<file path="config.mk">
export PLATFORM = sky130hd
export DESIGN_NAME = bell_sched_57
export DESIGN_NICKNAME = d
export VERILOG_FILES = /design/src/rtl/bell_pkg_57.sv /design/src/rtl/bell_sched_57_bcd.sv /design/src/rtl/bell_sched_57.sv
export SDC_FILE = /design/constraint.sdc
export NUM_CORES = 1
export LEC_CHECK = 0
export BUFFER_PORTS_ARGS = -buffer_cell sky130_fd_sc_hd__buf_4
export CORE_AREA = 2 2 59 61
export CTS_BUF_LIST = sky130_fd_sc_hd__clkbuf_16
export DETAILED_ROUTE_END_ITERATION = 12
export DIE_AREA = 0 0 61 63
export GPL_TIMING_DRIVEN = 1
export PLACE_DENSITY = 0.73
export SLEW_MARGIN = 20
export SYNTH_ARGS = -nofsm -noshare
export SYNTH_HDL_FRONTEND = slang
export SYNTH_SLANG_ARGS = --single-unit
</file>
<file path="constraint.sdc">
create_clock -name clk_50m_57 -period 5.8 [get_ports clk_50m_57]
set_input_delay 1.74 -clock clk_50m_57 [delete_from_list [all_inputs] [get_ports clk_50m_57]]
set_output_delay 1.74 -clock clk_50m_57 [all_outputs]
set_load 0.03 [all_outputs]
</file>
<file path="src/rtl/bell_pkg_57.sv">
// Shared types and constants for the bell/LED sound scheduler.
package bell_pkg_57;

    typedef enum logic [1:0] {
        IDLE  = 2'd0,
        ALARM = 2'd1,
        CHIME = 2'd2
    } state_t;

    localparam logic [3:0] CHIME_MAX     = 4'd12;
    localparam logic [4:0] HOUR_NOON_BIN = 5'd12;
    localparam int         TICK_W        = $clog2(1024);

endpackage

</file>
<file path="src/rtl/bell_sched_57_bcd.sv">
// Maps a BCD hour (00..23) to the number of chime beeps on a 12-hour dial.
module bcd_hour_to_chime_57
    import bell_pkg_57::*;
(
    input  logic [6:0] i_hour_bcd,
    output logic [3:0] o_beeps
);

    logic [6:0] w_bin;
    logic [6:0] w_noon;

    assign w_bin  = 7'(i_hour_bcd[6:4]) * 7'd10 + 7'(i_hour_bcd[3:0]);
    assign w_noon = 7'(HOUR_NOON_BIN);

    // Afternoon hours wrap by 12; the low nibble alone is enough for bin-12.
    always_comb begin
        o_beeps = w_bin[3:0];
        if (w_bin == 7'd0 || w_bin == w_noon) begin
            o_beeps = CHIME_MAX;
        end else if (w_bin > w_noon) begin
            o_beeps = w_bin[3:0] - w_noon[3:0];
        end
    end

endmodule

</file>
<file path="src/rtl/bell_sched_57.sv">
// Arbitrates alarm and hourly-chime requests and sequences buzzer/LED patterns on a 2 Hz tick.
module bell_sched_57
    import bell_pkg_57::*;
#(
    parameter int ALARM_TICKS = 120
) (
    input  logic       clk_50m_57,
    input  logic       rst_n_57,
    input  logic       tick_2hz_57,
    input  logic       alarm_req_57,
    input  logic       chime_req_57,
    input  logic [6:0] hour_bcd_57,
    input  logic       stop_57,
    output logic       buzzer_57,
    output logic       led_57,
    output logic       busy_57,
    output logic       sound_model_57
);

    localparam logic [TICK_W-1:0] ALARM_LIMIT = TICK_W'(ALARM_TICKS);

    state_t            r_state;
    logic [TICK_W-1:0] r_tick_cnt;
    logic              r_buzzer;
    logic              r_led;
    logic              r_sound_model;
    logic              r_chime_pend;
    logic [3:0]        r_pend_n;
    logic [3:0]        r_beep_cnt;
    logic              r_phase_on;

    state_t            w_state_nxt;
    logic [TICK_W-1:0] w_tick_nxt;
    logic [TICK_W-1:0] w_tick_inc;
    logic              w_buzzer_nxt;
    logic              w_led_nxt;
    logic              w_sound_model_nxt;
    logic              w_pend_nxt;
    logic [3:0]        w_pend_n_nxt;
    logic [3:0]        w_beep_nxt;
    logic              w_phase_on_nxt;
    logic [3:0]        w_chime_n;

    bcd_hour_to_chime_57 u_bcd (
        .i_hour_bcd (hour_bcd_57),
        .o_beeps    (w_chime_n)
    );

    assign w_tick_inc = r_tick_cnt + TICK_W'(1);

    // Priority: alarm request, then stop, then tick; a tick arriving with a request is dropped.
    always_comb begin
        w_state_nxt       = r_state;
        w_tick_nxt        = r_tick_cnt;
        w_buzzer_nxt      = r_buzzer;
        w_led_nxt         = r_led;
        w_sound_model_nxt = r_sound_model;
        w_pend_nxt        = r_chime_pend;
        w_pend_n_nxt      = r_pend_n;
        w_beep_nxt        = r_beep_cnt;
        w_phase_on_nxt    = r_phase_on;

        if (alarm_req_57) begin
            w_state_nxt       = ALARM;
            w_tick_nxt        = '0;
            w_buzzer_nxt      = 1'b1;
            w_led_nxt         = 1'b1;
            w_sound_model_nxt = 1'b0;
            if (chime_req_57) begin
                w_pend_nxt   = 1'b1;
                w_pend_n_nxt = w_chime_n;
            end
        end else begin
            unique case (r_state)
                IDLE: begin
                    if (chime_req_57 || (r_chime_pend && !stop_57)) begin
                        w_state_nxt       = CHIME;
                        w_buzzer_nxt      = 1'b1;
                        w_led_nxt         = 1'b1;
                        w_sound_model_nxt = 1'b1;
                        w_phase_on_nxt    = 1'b1;
                        w_beep_nxt        = chime_req_57 ? w_chime_n : r_pend_n;
                        if (!chime_req_57) begin
                            w_pend_nxt = 1'b0;
                        end
                    end else if (stop_57) begin
                        w_pend_nxt = 1'b0;
                    end
                end
                ALARM: begin
                    if (stop_57) begin
                        w_state_nxt  = IDLE;
                        w_buzzer_nxt = 1'b0;
                        w_led_nxt    = 1'b0;
                        w_pend_nxt   = 1'b0;
                    end else begin
                        if (chime_req_57) begin
                            w_pend_nxt   = 1'b1;
                            w_pend_n_nxt = w_chime_n;
                        end
                        if (tick_2hz_57) begin
                            w_tick_nxt = w_tick_inc;
                            if (w_tick_inc == ALARM_LIMIT) begin
                                w_state_nxt  = IDLE;
                                w_buzzer_nxt = 1'b0;
                                w_led_nxt    = 1'b0;
                            end else begin
                                w_buzzer_nxt = ~r_buzzer;
                            end
                        end
                    end
                end
                CHIME: begin
                    if (stop_57) begin
                        w_state_nxt  = IDLE;
                        w_buzzer_nxt = 1'b0;
                        w_led_nxt    = 1'b0;
                        w_pend_nxt   = 1'b0;
                    end else if (tick_2hz_57) begin
                        if (r_phase_on) begin
                            w_phase_on_nxt = 1'b0;
                            w_buzzer_nxt   = 1'b0;
                            w_led_nxt      = 1'b0;
                            w_beep_nxt     = r_beep_cnt - 4'd1;
                        end else if (r_beep_cnt == 4'd0) begin
                            w_state_nxt = IDLE;
                        end else begin
                            w_phase_on_nxt = 1'b1;
                            w_buzzer_nxt   = 1'b1;
                            w_led_nxt      = 1'b1;
                        end
                    end
                end
                default: begin
                    w_state_nxt  = IDLE;
                    w_buzzer_nxt = 1'b0;
                    w_led_nxt    = 1'b0;
                end
            endcase
        end
    end

    always_ff @(posedge clk_50m_57) begin
        if (!rst_n_57) begin
            r_state       <= IDLE;
            r_tick_cnt    <= '0;
            r_buzzer      <= 1'b0;
            r_led         <= 1'b0;
            r_sound_model <= 1'b0;
            r_chime_pend  <= 1'b0;
            r_pend_n      <= 4'd0;
            r_beep_cnt    <= 4'd0;
            r_phase_on    <= 1'b0;
        end else begin
            r_state       <= w_state_nxt;
            r_tick_cnt    <= w_tick_nxt;
            r_buzzer      <= w_buzzer_nxt;
            r_led         <= w_led_nxt;
            r_sound_model <= w_sound_model_nxt;
            r_chime_pend  <= w_pend_nxt;
            r_pend_n      <= w_pend_n_nxt;
            r_beep_cnt    <= w_beep_nxt;
            r_phase_on    <= w_phase_on_nxt;
        end
    end

    assign buzzer_57      = r_buzzer;
    assign led_57         = r_led;
    assign busy_57        = (r_state != IDLE);
    assign sound_model_57 = r_sound_model;

endmodule

</file>
==> results of run 1 <==
## critical path, delay by kind of cell
family	cells	cell delay [ns]
AND/OR/NAND/NOR	2	0.15
XOR/XNOR	1	0.30
buffers and inverters	2	0.19
AO/OA/AOI/OAI	3	0.78
adder cells (fa/ha/maj)	3	0.80
## cells in the final DEF (no fill, tap or decap), types with 4 or more instances in the layout
| cell | count |
|---|---|
| a211oi_1 | 4 |
| a21oi_1 | 9 |
| buf_4 | 16 |
| dfxtp_1 | 25 |
| ha_1 | 15 |
| inv_1 | 12 |
| mux2i_1 | 4 |
| nand2_1 | 6 |
| nand3_1 | 9 |
| nand4_1 | 5 |
| nor2_1 | 29 |
| nor2b_1 | 6 |
| nor3_1 | 12 |
| o21ai_0 | 8 |
| xnor2_1 | 5 |
| xor2_1 | 6 |
## per-stage QoR
stage	worst slack (ns)	utilization, %	hold slack [ns]	instances	cell area [um^2]
2_1_floorplan	1.952	-	0.4536	205	1689
3_3_place_gp	1.748	57.07	0.4362	261	1844
3_5_place_dp	1.732	57.07	0.4456	261	1844
4_1_cts	2.000	59.62	0.4545	265	1927
5_1_grt	1.793	59.62	0.5196	265	1927
6_report	2.007	59.62	0.4502	265	1927
## cell type report
class	count	area, um^2	share of cell area (%)
clock inverters	1	7.507	0.3896
inverters	13	48.80	2.532
multi-input cells	161	1117	57.99
well taps	46	57.56	2.987
repair buffers	16	120.1	6.234
clock buffers	3	75.07	3.896
flip-flops and latches	25	500.5	25.97
## power by group
| part | total [W] | switching [W] | internal [W] |
|---|---|---|---|
| Combinational | 0.000119 | 0.0000658 | 0.0000535 |
| Clock | 0.000157 | 0.0000628 | 0.0000937 |
| Sequential | 0.000189 | 0.00000721 | 0.000182 |
## cells by family after synthesis
kind of cell | count (synthesis) | synth area share (%)
buffers and inverters | 19 | 4.222
xor gates and xnor gates | 11 | 5.704
and+or+nand+nor | 83 | 24.89
AOI/OAI and AO/OA | 45 | 19.56
muxes | 6 | 3.704
adders and majority gates | 16 | 12.30
DFF | 25 | 29.63
## how the worst max path moves through the flow
stage,slack [ns],endpoint,depth (start not counted),startpoint
2_1_floorplan,1.95,r_beep_cnt[3]$_SDFFE_PN0P_,10,hour_bcd_57[1]
3_3_place_gp,1.75,r_beep_cnt[3]$_SDFFE_PN0P_,11,hour_bcd_57[1]
3_5_place_dp,1.73,r_beep_cnt[3]$_SDFFE_PN0P_,11,hour_bcd_57[4]
4_1_cts,2.00,r_beep_cnt[3]$_SDFFE_PN0P_,11,hour_bcd_57[4]
5_1_grt,1.79,r_beep_cnt[3]$_SDFFE_PN0P_,11,hour_bcd_57[1]
6_report,2.01,r_beep_cnt[3]$_SDFFE_PN0P_,11,hour_bcd_57[1]
## layer usage
| layer | global-route usage [%] | up-vias | routed length, um |
|---|---|---|---|
| met3 | 2.692 | 5 | 108 |
| met2 | 30.38 | 20 | 1463 |
| li1 | - | 773 | - |
| met1 | 27.74 | 684 | 1674 |
| met5 | 0 | - | 0 |
| met4 | 7.337 | 0 | 51 |
## flip-flops by register name, indices dropped and copies added (netlist names)
signal / cells
r_tick_cnt: 10
r_beep_cnt: 4
r_pend_n: 4
r_state: 2
buzzer_57: 1
led_57: 1
r_chime_pend: 1
r_phase_on: 1
sound_model_57: 1
==> run_results.csv, run 1 <==
group,metric,value,unit
global_route,grt_max_degree,16,
sta,rsz0062_at_grt,"no",
synth,ys_seq_area_share,29.63,%
cts,clockBufferDepth,2,
min_path,hold_depth,2,
global_route,antenna_found_initial,0,
cells_and_area,diodes,0,
cts,htreeDepth,1,
cts,cts-root-buf,"clkbuf_16",
place,portBuffers,16,
cts,cts-buffers-inserted,3,
synth,ys_types,48,
floorplanning,start_util,52.26,%
setup_path,arrival,3.94,ns
synth,mappedNetlistArea,1689,um^2
synth,synth_top_area_share,29.63,%
floorplanning,die_w,61,um
global_route,grt_pass1_wl,6009,um
route,vias,1482,
route,drt_iter0_markers,40,
min_path,hp-class,"flop to flop",
cts,cts.clk_slew.worst_paths,0.06,ns
synth,yosys.area.top_type,"dfxtp_1",
global_route,first_global_vias,1392,
power_and_ir_drop,p_total,0.0004649,W
route,drc,0,
synth,postSynthAreaPerCell,8.240,um^2
setup_path,rr_startpoint,"r_tick_cnt[0]$_SDFFE_PP0P_",
sta,worst_slew_pin_slew,0.8276,ns
setup_path,slowest_delay,0.40,ns
floorplanning,rows,21,
synth,syn_nets,234,
power_and_ir_drop,leakage,0.7836,nW
synth,synth_area_leaders,"dfxtp_1 30%, ha_1 11%, nor2_1 6.4%",
setup_path,worst-endpoint-required,5.95,ns
floorplanning,core-area,3232,um^2
setup_path,crit_fanout,4,
place,gp_congestion,0.7683,
synth,synth.most_common_cell,"nor2_1",
setup_path,reg2regPathDepth,6,
power_and_ir_drop,powerDensity,241.3,nW/um^2
synth,yosysWarnings,0,
run_status,status,"finished clean",
cells_and_area,nets,249,
min_path,min_to,"sound_model_57$_SDFFE_PP0P_",
power_and_ir_drop,ir_worst_vdd,0.0001675,V
flow_run,max-cap-violations,0,
floorplanning,die_y,63,um
min_path,min_from,"sound_model_57$_SDFFE_PP0P_",
setup_path,regToRegEndpoint,"r_state[1]$_SDFFE_PP0P_",
route,firstDrtPassIters,4,
sta,min_period,3.793,ns
route,ant_nets,0,
sta,max_clock_freq,263.6,MHz
cells_and_area,fillers,283,
route,wl,3298,um
synth,synth_commonest_cells,"29 x nor2_1, 25 x dfxtp_1, 15 x ha_1",
cts,cts_tree,"built",
place,dp_hpwl,2556,um
cts,cts_resized,0,
setup_path,path_cells,"buf_4 -> ha_1 -> fa_1 -> xor2_1 -> inv_1 -> ha_1 -> nor2_1 -> nor3_1 -> a311o_1 -> o311a_1 -> o311a_1",
route,wl_per_cell,12.45,um
setup_path,startpoint_type,"primary input",
setup_path,r2r_setup_slack,3.30,ns
setup_path,end_kind,"flop",
sta,relSlewSlack,44.40,%
sta,hold_viol,0,
global_route,grt_usage,19.80,%
cts,ctsHoldBuffers,0,
cells_and_area,syn2layout_area_growth,14.07,%
global_route,overflow,0,
synth,synthCells,205,
synth,ys_async_sr_fraction,0,%
cts,cts_setup_buffers,0,
sta,skew,0.002767,ns
cts,clk_latency,0.26,ns
synth,synth_seq_cells,25,
sta,fin_setup_tns,0,ns
setup_path,crit_type,"primary input to flop",
floorplanning,ios,17,
cts,cts_sinks,25,
sta,period_share,65.40,%
cells_and_area,drive_above_1_share,12.79,%
floorplanning,fp.dieArea,3843,um^2
synth,synth_flop_cell,"dfxtp_1",
synth,synth_edf_count,0,
sta,slew_viol_final,0,
sta,final-setup-viol-count,0,
route,vias_per_cell,5.592,
setup_path,crit_path_top_delay_cell,"fa_1",
(Power assumes the default switching activity.)
==> inputs of run 2 (changes only) <==
--- a/config.mk
+++ b/config.mk
@@ -5,13 +5,14 @@
 export SDC_FILE = /design/constraint.sdc
 export NUM_CORES = 1
 export LEC_CHECK = 0
+export ABC_AREA = 1
 export BUFFER_PORTS_ARGS = -buffer_cell sky130_fd_sc_hd__buf_4
-export CORE_AREA = 2 2 59 61
+export CORE_AREA = 2 2 60 62
 export CTS_BUF_LIST = sky130_fd_sc_hd__clkbuf_16
 export DETAILED_ROUTE_END_ITERATION = 12
-export DIE_AREA = 0 0 61 63
+export DIE_AREA = 0 0 62 64
 export GPL_TIMING_DRIVEN = 1
-export PLACE_DENSITY = 0.73
+export PLACE_DENSITY = 0.74
 export SLEW_MARGIN = 20
 export SYNTH_ARGS = -nofsm -noshare
 export SYNTH_HDL_FRONTEND = slang
==> constraint.sdc (replaced) <==
create_clock -name clk_50m_57 -period 3.56 [get_ports clk_50m_57]
set_input_delay 1.068 -clock clk_50m_57 [delete_from_list [all_inputs] [get_ports clk_50m_57]]
set_output_delay 1.068 -clock clk_50m_57 [all_outputs]
set_load 0.03 [all_outputs]
==> run 2 against run 1 <==
Effect of this change: count of clock-buffer cells in the layout unchanged; clock power grew 63%; critical endpoint is now r_beep_cnt[2]$_SDFFE_PN0P_; non-clock buffer count stayed put; sequential share of layout area down 1.3 points; critical path type unchanged; first-iteration DRC count grew 68%; final area grew 5.3%; total power grew 68%; highest routed layer unchanged; largest cell class unchanged; worst setup slack worse by 1.3 ns.
==> run_results.csv, run 2 <==
group,metric,value,unit
route,wl_per_cell,11.07,um
place,dp_hpwl,2890,um
synth,synth_flop_cell,"dfxtp_1",
cells_and_area,final_cells,333,
min_path,hp-class,"flop to flop",
global_route,grt_pass1_wl,6182,um
synth,synth_area_leaders,"dfxtp_1 28%, nand2_1 13%, ha_1 11%",
cells_and_area,final_common_cell,"nand2_1",
cells_and_area,fillers,329,
sta,rsz0062_at_grt,"no",
setup_path,crit_fanout,3,
sta,final-setup-viol-count,0,
floorplanning,core-area,3284,um^2
synth,yosys.area.top_type,"dfxtp_1",
floorplanning,rows,21,
route,drc,0,
power_and_ir_drop,ir_worst_vdd,0.0002184,V
cts,clockBufferDepth,2,
power_and_ir_drop,powerDensity,385.3,nW/um^2
route,wl,3686,um
setup_path,end_kind,"flop",
cts,cts-root-buf,"clkbuf_16",
cells_and_area,largest_register_ff_count,10,
global_route,overflow,0,
synth,ys_seq_area_share,28.01,%
cts,cts-buffers-inserted,3,
cts,cts_setup_buffers,0,
sta,skew,0.007111,ns
cells_and_area,drive_above_1_share,14.29,%
flow_run,max-cap-violations,0,
run_status,status,"finished clean",
cells_and_area,nets,317,
synth,ys_types,31,
synth,synth_seq_cells,25,
synth,synth_top_area_share,28.01,%
cts,cts.clk_slew.worst_paths,0.07,ns
route,vias_per_cell,5.243,
synth,synth.most_common_cell,"nand2_1",
sta,worst_slew_pin_slew,0.8770,ns
floorplanning,ios,17,
synth,mappedNetlistArea,1787,um^2
route,ant_nets,0,
global_route,antenna_found_initial,0,
place,portBuffers,16,
cts,clk_latency,0.26,ns
floorplanning,fp.dieArea,3968,um^2
sta,max_clock_freq,345.7,MHz
place,dp.cells,329,
setup_path,crit_type,"primary input to flop",
sta,hold_viol,0,
floorplanning,die_w,62,um
setup_path,arrival,3.08,ns
global_route,grt_usage,20.01,%
global_route,first_global_vias,1514,
setup_path,worst-endpoint-required,3.75,ns
cells_and_area,largest_register,"r_tick_cnt",
cells_and_area,diodes,0,
floorplanning,start_util,54.40,%
route,vias,1746,
sta,period_share,81.27,%
cells_and_area,syn2layout_area_growth,13.52,%
place,gp_congestion,0.7958,
cts,cts_resized,0,
cts,ctsHoldBuffers,0,
setup_path,startpoint_type,"primary input",
synth,ys_async_sr_fraction,0,%
cts,htreeDepth,1,
sta,relSlewSlack,41.32,%
sta,fin_setup_tns,0,ns
power_and_ir_drop,leakage,0.9642,nW
sta,min_period,2.893,ns
sta,slew_viol_final,0,
route,drt_iter0_markers,67,
global_route,grt_max_degree,16,
floorplanning,die_y,64,um
synth,syn_nets,300,
synth,yosysWarnings,0,
synth,synth_edf_count,0,
cts,cts_sinks,25,
cts,cts_tree,"built",
synth,synth_commonest_cells,"62 x nand2_1, 32 x inv_1, 26 x nand3_1",
synth,synthCells,271,
cells_and_area,reg_top3,"r_tick_cnt (10), r_beep_cnt (4), r_pend_n (4)",
synth,postSynthAreaPerCell,6.593,um^2
route,firstDrtPassIters,4,
cells_and_area,final_cell_mix,"62 x nand2_1, 32 x inv_1, 26 x nand3_1",
## run 2: final cells by class
type	instances	area, um^2	share of cell area [%]
Sequential cell	25	500.5	24.68
Timing Repair Buffer	16	120.1	5.922
Multi-Input combinational cell	203	1121	55.27
Clock inverter	1	7.507	0.3701
Clock buffer	3	75.07	3.701
Inverter	39	146.4	7.218
Tap cell	46	57.56	2.838
## run 2: where the power goes
part	internal, W	total, W	switching [W]
registers	0.000300	0.000313	0.0000139
logic	0.0000821	0.000211	0.000129
clock network	0.000153	0.000256	0.000104
total	0.000534	0.000781	0.000247
## run 2: final timing paths
check                           from                          to  slack (ns)  cells past startpoint
max reg2reg  r_state[1]$_SDFFE_PP0P_  r_tick_cnt[8]$_SDFFE_PP0P_        1.63                      8
min reg2reg   buzzer_57$_SDFFE_PN0P_      buzzer_57$_SDFFE_PN0P_        0.49                      2
min           buzzer_57$_SDFFE_PN0P_      buzzer_57$_SDFFE_PN0P_        0.49                      2
max                   hour_bcd_57[1]  r_beep_cnt[2]$_SDFFE_PN0P_        0.67                     13
## run 2: routing by layer
layer	part of all wire (%)	GRT usage (%)	vias up	wire (um)
li1	-	-	928	-
met1	50	27.19	792	1831
met2	46	32.55	21	1705
met3	2.8	2.429	5	105
met4	1.2	5.585	0	44
met5	0	0	-	0
## run 2: through the flow
step / setup WS, ns / util (%) / hold WS (ns) / instance area, um^2 / total power, W
after floorplan: 0.7155 / - / 0.4604 / 1787 / 0.0004749
after global placement: 0.4970 / 59.24 / 0.4747 / 1946 / 0.0005271
after detailed placement: 0.4196 / 59.24 / 0.4773 / 1946 / 0.0005288
after CTS: 0.6767 / 61.75 / 0.4863 / 2028 / 0.0007858
after global routing: 0.4263 / 61.75 / 0.5077 / 2028 / 0.0008291
final: 0.6669 / 61.75 / 0.4863 / 2028 / 0.0007814
## run 2: worst max-delay path, cell delays in order
cell,delay (ns)
buf_4,0.11
ha_1,0.22
fa_1,0.43
xnor2_1,0.25
clkinv_1,0.15
ha_1,0.20
nand2_1,0.08
nand3_1,0.12
nand2_1,0.11
nand2_1,0.05
nand3_1,0.09
nand3_1,0.08
a21oi_1,0.13
## run 2: kinds of logic after synthesis
kind of cell	Yosys count	synth area share, %
simple gates	125	30.95
compound gates	58	18.21
buf+inv	43	9.243
flops	25	28.01
fa+ha+maj	16	11.62
xor+xnor	4	1.961
